## src/rtl/mapper_writer_pkg.sv

```systemverilog
// Shared types for the mapper register writer: FSM states and the queued request record.
package mapper_writer_pkg;

  typedef enum logic [1:0] {
    ST_IDLE = 2'd0,
    ST_IDX  = 2'd1,
    ST_DAT  = 2'd2,
    ST_GAP  = 2'd3
  } state_e;

  typedef struct packed {
    logic        indexed;
    logic [15:0] addr;
    logic [3:0]  index;
    logic [7:0]  data;
  } req_t;

  localparam int REQ_W = $bits(req_t);

  // The index phase writes the register number zero-extended onto the data bus.
  function automatic logic [7:0] index_byte(input logic [3:0] idx);
    return {4'b0000, idx};
  endfunction

endpackage

```

## src/rtl/mapper_writer_fifo.sv

```systemverilog
// Small synchronous request FIFO with registered ready (not-full) and valid (not-empty).
module mapper_writer_fifo #(
  parameter int WIDTH = 8,
  parameter int DEPTH = 4
) (
  input  logic             clk,
  input  logic             reset_n,
  input  logic             in_valid,
  output logic             in_ready,
  input  logic [WIDTH-1:0] in_data,
  output logic             out_valid,
  input  logic             out_ready,
  output logic [WIDTH-1:0] out_data
);

  localparam int AW = (DEPTH > 1) ? $clog2(DEPTH) : 1;
  localparam int CW = $clog2(DEPTH + 1);

  logic [WIDTH-1:0] mem_q [DEPTH];
  logic [AW-1:0]    wr_ptr_q, wr_ptr_d;
  logic [AW-1:0]    rd_ptr_q, rd_ptr_d;
  logic [CW-1:0]    count_q, count_d;
  logic             ready_q, ready_d;
  logic             valid_q, valid_d;
  logic             push, pop;

  // A push is judged against the flag registered last edge, so a pop while full
  // never opens room for a push on the same edge.
  assign push = in_valid & ready_q;
  assign pop  = out_ready & valid_q;

  always_comb begin
    wr_ptr_d = wr_ptr_q;
    rd_ptr_d = rd_ptr_q;
    count_d  = count_q;
    if (push) wr_ptr_d = wr_ptr_q + AW'(1);
    if (pop)  rd_ptr_d = rd_ptr_q + AW'(1);
    if (push && !pop)      count_d = count_q + CW'(1);
    else if (pop && !push) count_d = count_q - CW'(1);
    ready_d = (count_d != CW'(DEPTH));
    valid_d = (count_d != '0);
  end

  always_ff @(posedge clk or negedge reset_n) begin
    if (!reset_n) begin
      wr_ptr_q <= '0;
      rd_ptr_q <= '0;
      count_q  <= '0;
      ready_q  <= 1'b0;
      valid_q  <= 1'b0;
    end else begin
      wr_ptr_q <= wr_ptr_d;
      rd_ptr_q <= rd_ptr_d;
      count_q  <= count_d;
      ready_q  <= ready_d;
      valid_q  <= valid_d;
    end
  end

  always_ff @(posedge clk) begin
    if (push) mem_q[wr_ptr_q] <= in_data;
  end

  assign in_ready  = ready_q;
  assign out_valid = valid_q;
  assign out_data  = mem_q[rd_ptr_q];

endmodule

```

## src/rtl/mapper_reg_writer.sv

```systemverilog
// Queues mapper register writes and replays them as CPU bus cycles (direct or index/data).
// Optional shadow register file readback enabled by defining MAPPER_REG_WRITER_SHADOW_EN.
module mapper_reg_writer
  import mapper_writer_pkg::*;
#(
  parameter int          FIFO_DEPTH = 4,
  parameter logic [15:0] INDEX_ADDR = 16'h8000,
  parameter logic [15:0] DATA_ADDR  = 16'hA000
) (
  input  logic        clk,
  input  logic        reset_n,
  input  logic        ce,
  input  logic        req_valid,
  output logic        req_ready,
  input  logic        req_indexed,
  input  logic [15:0] req_addr,
  input  logic [3:0]  req_index,
  input  logic [7:0]  req_data,
  output logic [15:0] bus_ain,
  output logic [7:0]  bus_dout,
  output logic        bus_write,
  output logic        busy,
  output logic        done,
  output logic [15:0] write_count
`ifdef MAPPER_REG_WRITER_SHADOW_EN
  ,
  input  logic [3:0]  shadow_idx,
  output logic [7:0]  shadow_data
`endif
);

  req_t        in_req;
  req_t        fifo_data;
  logic        fifo_valid;
  logic        pop;
  logic        launch;

  state_e      state_q, state_d;
  state_e      after_gap_q, after_gap_d;
  logic [7:0]  cur_data_q, cur_data_d;
  logic [15:0] bus_ain_q, bus_ain_d;
  logic [7:0]  bus_dout_q, bus_dout_d;
  logic        bus_write_q, bus_write_d;
  logic        done_q, done_d;
  logic [15:0] write_count_q, write_count_d;

  assign in_req = '{indexed: req_indexed, addr: req_addr, index: req_index, data: req_data};

  mapper_writer_fifo #(
    .WIDTH (REQ_W),
    .DEPTH (FIFO_DEPTH)
  ) u_fifo (
    .clk       (clk),
    .reset_n   (reset_n),
    .in_valid  (req_valid),
    .in_ready  (req_ready),
    .in_data   (in_req),
    .out_valid (fifo_valid),
    .out_ready (pop),
    .out_data  (fifo_data)
  );

  always_comb begin
    state_d       = state_q;
    after_gap_d   = after_gap_q;
    cur_data_d    = cur_data_q;
    bus_ain_d     = bus_ain_q;
    bus_dout_d    = bus_dout_q;
    bus_write_d   = bus_write_q;
    write_count_d = write_count_q;
    done_d        = 1'b0;
    launch        = 1'b0;
    pop           = 1'b0;

    if (ce) begin
      unique case (state_q)
        ST_IDLE: launch = fifo_valid;
        ST_IDX: begin
          state_d     = ST_GAP;
          after_gap_d = ST_DAT;
          bus_write_d = 1'b0;
        end
        ST_DAT: begin
          state_d     = ST_GAP;
          after_gap_d = ST_IDLE;
          bus_write_d = 1'b0;
        end
        ST_GAP: begin
          if (after_gap_q == ST_DAT) begin
            state_d       = ST_DAT;
            bus_ain_d     = DATA_ADDR;
            bus_dout_d    = cur_data_q;
            bus_write_d   = 1'b1;
            write_count_d = write_count_q + 16'd1;
          end else begin
            // Chaining straight into the next queued request avoids an idle period.
            done_d  = 1'b1;
            state_d = ST_IDLE;
            launch  = fifo_valid;
          end
        end
        default: state_d = ST_IDLE;
      endcase

      if (launch) begin
        pop           = 1'b1;
        cur_data_d    = fifo_data.data;
        bus_write_d   = 1'b1;
        write_count_d = write_count_q + 16'd1;
        if (fifo_data.indexed) begin
          state_d    = ST_IDX;
          bus_ain_d  = INDEX_ADDR;
          bus_dout_d = index_byte(fifo_data.index);
        end else begin
          state_d    = ST_DAT;
          bus_ain_d  = fifo_data.addr;
          bus_dout_d = fifo_data.data;
        end
      end
    end
  end

  always_ff @(posedge clk or negedge reset_n) begin
    if (!reset_n) begin
      state_q       <= ST_IDLE;
      after_gap_q   <= ST_IDLE;
      cur_data_q    <= '0;
      bus_ain_q     <= '0;
      bus_dout_q    <= '0;
      bus_write_q   <= 1'b0;
      done_q        <= 1'b0;
      write_count_q <= '0;
    end else begin
      state_q       <= state_d;
      after_gap_q   <= after_gap_d;
      cur_data_q    <= cur_data_d;
      bus_ain_q     <= bus_ain_d;
      bus_dout_q    <= bus_dout_d;
      bus_write_q   <= bus_write_d;
      done_q        <= done_d;
      write_count_q <= write_count_d;
    end
  end

  assign bus_ain     = bus_ain_q;
  assign bus_dout    = bus_dout_q;
  assign bus_write   = bus_write_q;
  assign done        = done_q;
  assign write_count = write_count_q;
  assign busy        = (state_q != ST_IDLE) | fifo_valid;

`ifdef MAPPER_REG_WRITER_SHADOW_EN
  logic [7:0] shadow_q [16];
  logic [3:0] shadow_sel_q;

  // Index is captured at pop time; the data lands when the indexed DAT phase begins.
  always_ff @(posedge clk or negedge reset_n) begin
    if (!reset_n) begin
      shadow_q     <= '{default: '0};
      shadow_sel_q <= '0;
    end else begin
      if (pop) shadow_sel_q <= fifo_data.index;
      if (ce && state_q == ST_GAP && after_gap_q == ST_DAT)
        shadow_q[shadow_sel_q] <= cur_data_q;
    end
  end

  assign shadow_data = shadow_q[shadow_idx];
`endif

endmodule

```

## config.mk

```make
export PLATFORM = sky130hd
export DESIGN_NAME = mapper_reg_writer
export DESIGN_NICKNAME = d
export VERILOG_FILES = /design/src/rtl/mapper_writer_pkg.sv /design/src/rtl/mapper_writer_fifo.sv /design/src/rtl/mapper_reg_writer.sv
export SDC_FILE = /design/constraint.sdc
export NUM_CORES = 1
export LEC_CHECK = 0
export CAP_MARGIN = 30
export CORE_UTILIZATION = 35
export CTS_CLUSTER_DIAMETER = 80
export CTS_CLUSTER_SIZE = 25
export DETAILED_ROUTE_END_ITERATION = 8
export PLACE_DENSITY_LB_ADDON = 0.08
export SLEW_MARGIN = 25
export SYNTH_ARGS = -nofsm -noshare
export SYNTH_HDL_FRONTEND = slang
export SYNTH_SLANG_ARGS = --single-unit
```

## constraint.sdc

```tcl
create_clock -name clk -period 2.66 [get_ports clk]
set_input_delay 0.532 -clock clk [delete_from_list [all_inputs] [get_ports clk]]
set_output_delay 0.532 -clock clk [all_outputs]
set_load 0.03 [all_outputs]
```

==> metrics.md <==
| Metric | Value |
|---|---|
| Final ANT Viol Nets | 0 |
| TNS Setup | 0 ns |
| Fmax achieved | 0.4120 GHz |
| Most common cell after layout, fill and taps aside | edfxtp_1 |
| Clk pin slew, worst setup/hold paths | 0.07 ns |
| Clock buffer depth | 2 |
| H-tree Lvls | 4 |
| Iteration-0 DRC Markers | 195 |
| Startpoint types | register |
| Clock latency on the worst-skew pair | 0.42 ns |
| Sw frac | 0.3330 |
| RSZ-0062 raised after global routing | false |
| Worst hold slack | 0.1129 ns |
| Most frequent cells in the layout | edfxtp_1 (116), clkdlybuf4s50_1 (75), dfrtp_1 (61), nand2_1 (29), mux4_2 (28) |
| Worst Max-Slew Pin Slew | 0.5933 ns |
| PD cells | 1106 nW/µm² |
| ANT cells | 0 |
| Worst setup path class | register to primary output |
| Status | completed |
| Chip Width | 144.4 µm |
| Peak supply drop | 0.0005149 V |
| Setup crit end kind | primary output |
| Root Driver | clkbuf_16 |
| Post-Syn Nets | 447 |
| Initial DRT Pass Iterations | 4 |
| Post-synth EDFFs | 116 |
| FF+latch count, synth | 178 |
| CTS tree | done |
| Routability cong. | 0.7892 |
| Final core utilization | 0.4480 |
| Vias in the first global route | 3901 |
| Initial antenna violation count | 0 |
| Post-route minimum period | 2.427 ns |
| First-pass GRT wire length | 22010 µm |
| Final count of hold timing violations | 0 |
| Fin cells | 773 |
| Mean Syn Cell Area | 17.58 µm² |
| Total Wirelength | 14060 µm |
| P_sw | 3.244 mW |
| Routed vias/inst | 4.881 |
| Setup violators final | 0 |
| Largest net degree at the start of global routing | 30 |
| Vias post-DR | 3773 |
| Async S/R FF share, synth | 0.3483 |
| Clock Skew | 0.008189 ns |
| Synth Flop Type | edfxtp_1 |
| Effective utilization at floorplan | 0.3613 |
| Class of the most critical hold timing path | input port to async pin |
| Worst Path Max Fanout | 6 |
| # resized after CTS | 0 |
| Area growth syn-to-layout | 24.00% |
| Synth Cell Area | 7101 µm² |
| IO buf count | 76 |
| Max Cap Violations | 0 |
| Relative slew slack | 0.6045 |
| Share of layout cells above drive strength 1 | 0.2008 |
| Library cells used by synthesis | 49 |
| Hold Buf Count CTS | 0 |
| Core area | 19650 µm² |
| DP HPWL | 8994 µm |
| DR WL/cell | 18.18 µm |
| Row count | 51 |
| Nets | 538 |
| Grt ovf | 0 |
| CP arrival | 1.89 ns |
| Comb pwr share | 0.342 |
| Max-slew violation count | 0 |
| Synth warnings | 0 |
| IO Pins | 77 |
| Clk network pwr share | 0.246 |
| Leak | 3.250 nW |
| Dpl cells | 741 |
| Synthesized instance count | 404 |
| Postcts setup bufs | 0 |
| DIE AREA | 20860 µm² |
| CTS Sinks | 178 |
| GRT Util Overall | 0.1481 |
| Period utilization | 0.9124 |
| CP required | 2.13 ns |
| Int Pwr | 6.497 mW |
| # DRC | 0 |
| Sequential area share after synthesis | 0.7091 |
| Total CTS buffers | 17 |
| Die H | 144.4 µm |
| Share of power burned in registers | 0.412 |
sequential cells by signal (all words and copies together), names as in the netlist, 3 cells and up:
name            cells
bus_dout            8
write_count        16
cur_data_q          8
u_fifo.mem_q      116
bus_ain            16
u_fifo.count_q      3
routing by layer:
metal	GRT usage	up-vias	part of all wire
li1	-	1741	-
met1	0.1927	1942	0.45
met2	0.2404	82	0.49
met3	0.04205	8	0.046
met4	0.04377	0	0.0088
met5	0	-	0
kinds of logic after synthesis:
logic type,Yosys count,share of synthesized area
adders and majority gates,12,0.02044
xor gates and xnor gates,21,0.02590
muxes,42,0.1124
DFF,178,0.7091
buffers and inverters,27,0.02238
AOI/OAI and AO/OA,46,0.05022
and+or+nand+nor,78,0.05956
critical path: stages, from the launching register on:
cell             delay, ns
dfrtp_1               0.38
inv_1                 0.07
ha_1                  0.26
nand2b_1              0.10
clkdlybuf4s50_1       0.67
metrics by stage:
stage	power, mW	worst slack (ns)	instance area (µm²)
after floorplan	6.307	0.6837	7101
after global placement	7.456	0.3539	8235
after detailed placement	7.497	0.3121	8235
after CTS	9.916	0.2030	8805
after global routing	10.31	0.1240	8805
final	9.741	0.2331	8805
worst paths after layout:
check / from / end / slack (ns) / cells after the start
setup / recovery: state_q[1] / busy / 0.23 / 4
hold / removal: reset_n / u_fifo.wr_ptr_q[1] / 0.11 / 1
setup reg to reg: state_q[1] / write_count[5] / 0.42 / 8
hold reg to reg: write_count[15] / write_count[15] / 0.47 / 1
max in group asynchronous: reset_n / write_count[10] / 1.89 / 2
min in group clk: write_count[15] / write_count[15] / 0.47 / 1
synthesized netlist by cell type, types with 4 or more instances:
cell,n,share of area
o211ai_1,4,0.0042
clkbuf_1,4,0.0021
a22o_1,5,0.0062
mux2_2,9,0.014
nand3_1,10,0.0070
and3_1,9,0.0079
buf_6,6,0.0095
buf_2,7,0.0049
mux4_2,28,0.089
nor4_1,6,0.0053
a22o_2,9,0.013
mux2i_1,4,0.0056
inv_1,7,0.0037
dfrtp_1,62,0.22
o21ai_0,9,0.0063
nor2_1,4,0.0021
xor2_1,10,0.012
a21oi_1,6,0.0042
edfxtp_1,116,0.49
ha_1,10,0.018
xnor2_1,11,0.014
nand2_1,29,0.015
power groups by stage:
stage | logic (mW) | registers [mW] | clock network (mW)
5_1_grt | 3.63 | 4.10 | 2.58
6_report | 3.33 | 4.01 | 2.40
2_1_floorplan | 1.96 | 4.35 | 0
3_5_place_dp | 3.42 | 4.08 | 0
3_3_place_gp | 3.39 | 4.06 | 0
4_1_cts | 3.42 | 4.03 | 2.46
final cells by class:
| type | instances | area, µm² |
|---|---|---|
| repair buffers | 91 | 930.9 |
| flip-flops and latches | 178 | 5036 |
| clock inverters | 13 | 126.4 |
| clock buffers | 19 | 442.9 |
| multi-input cells | 199 | 1907 |
| well taps | 265 | 331.6 |
| fillers | 1777 | 10850 |
| inverters | 8 | 30.03 |
No activity file was read; power rests on OpenSTA's default activity.
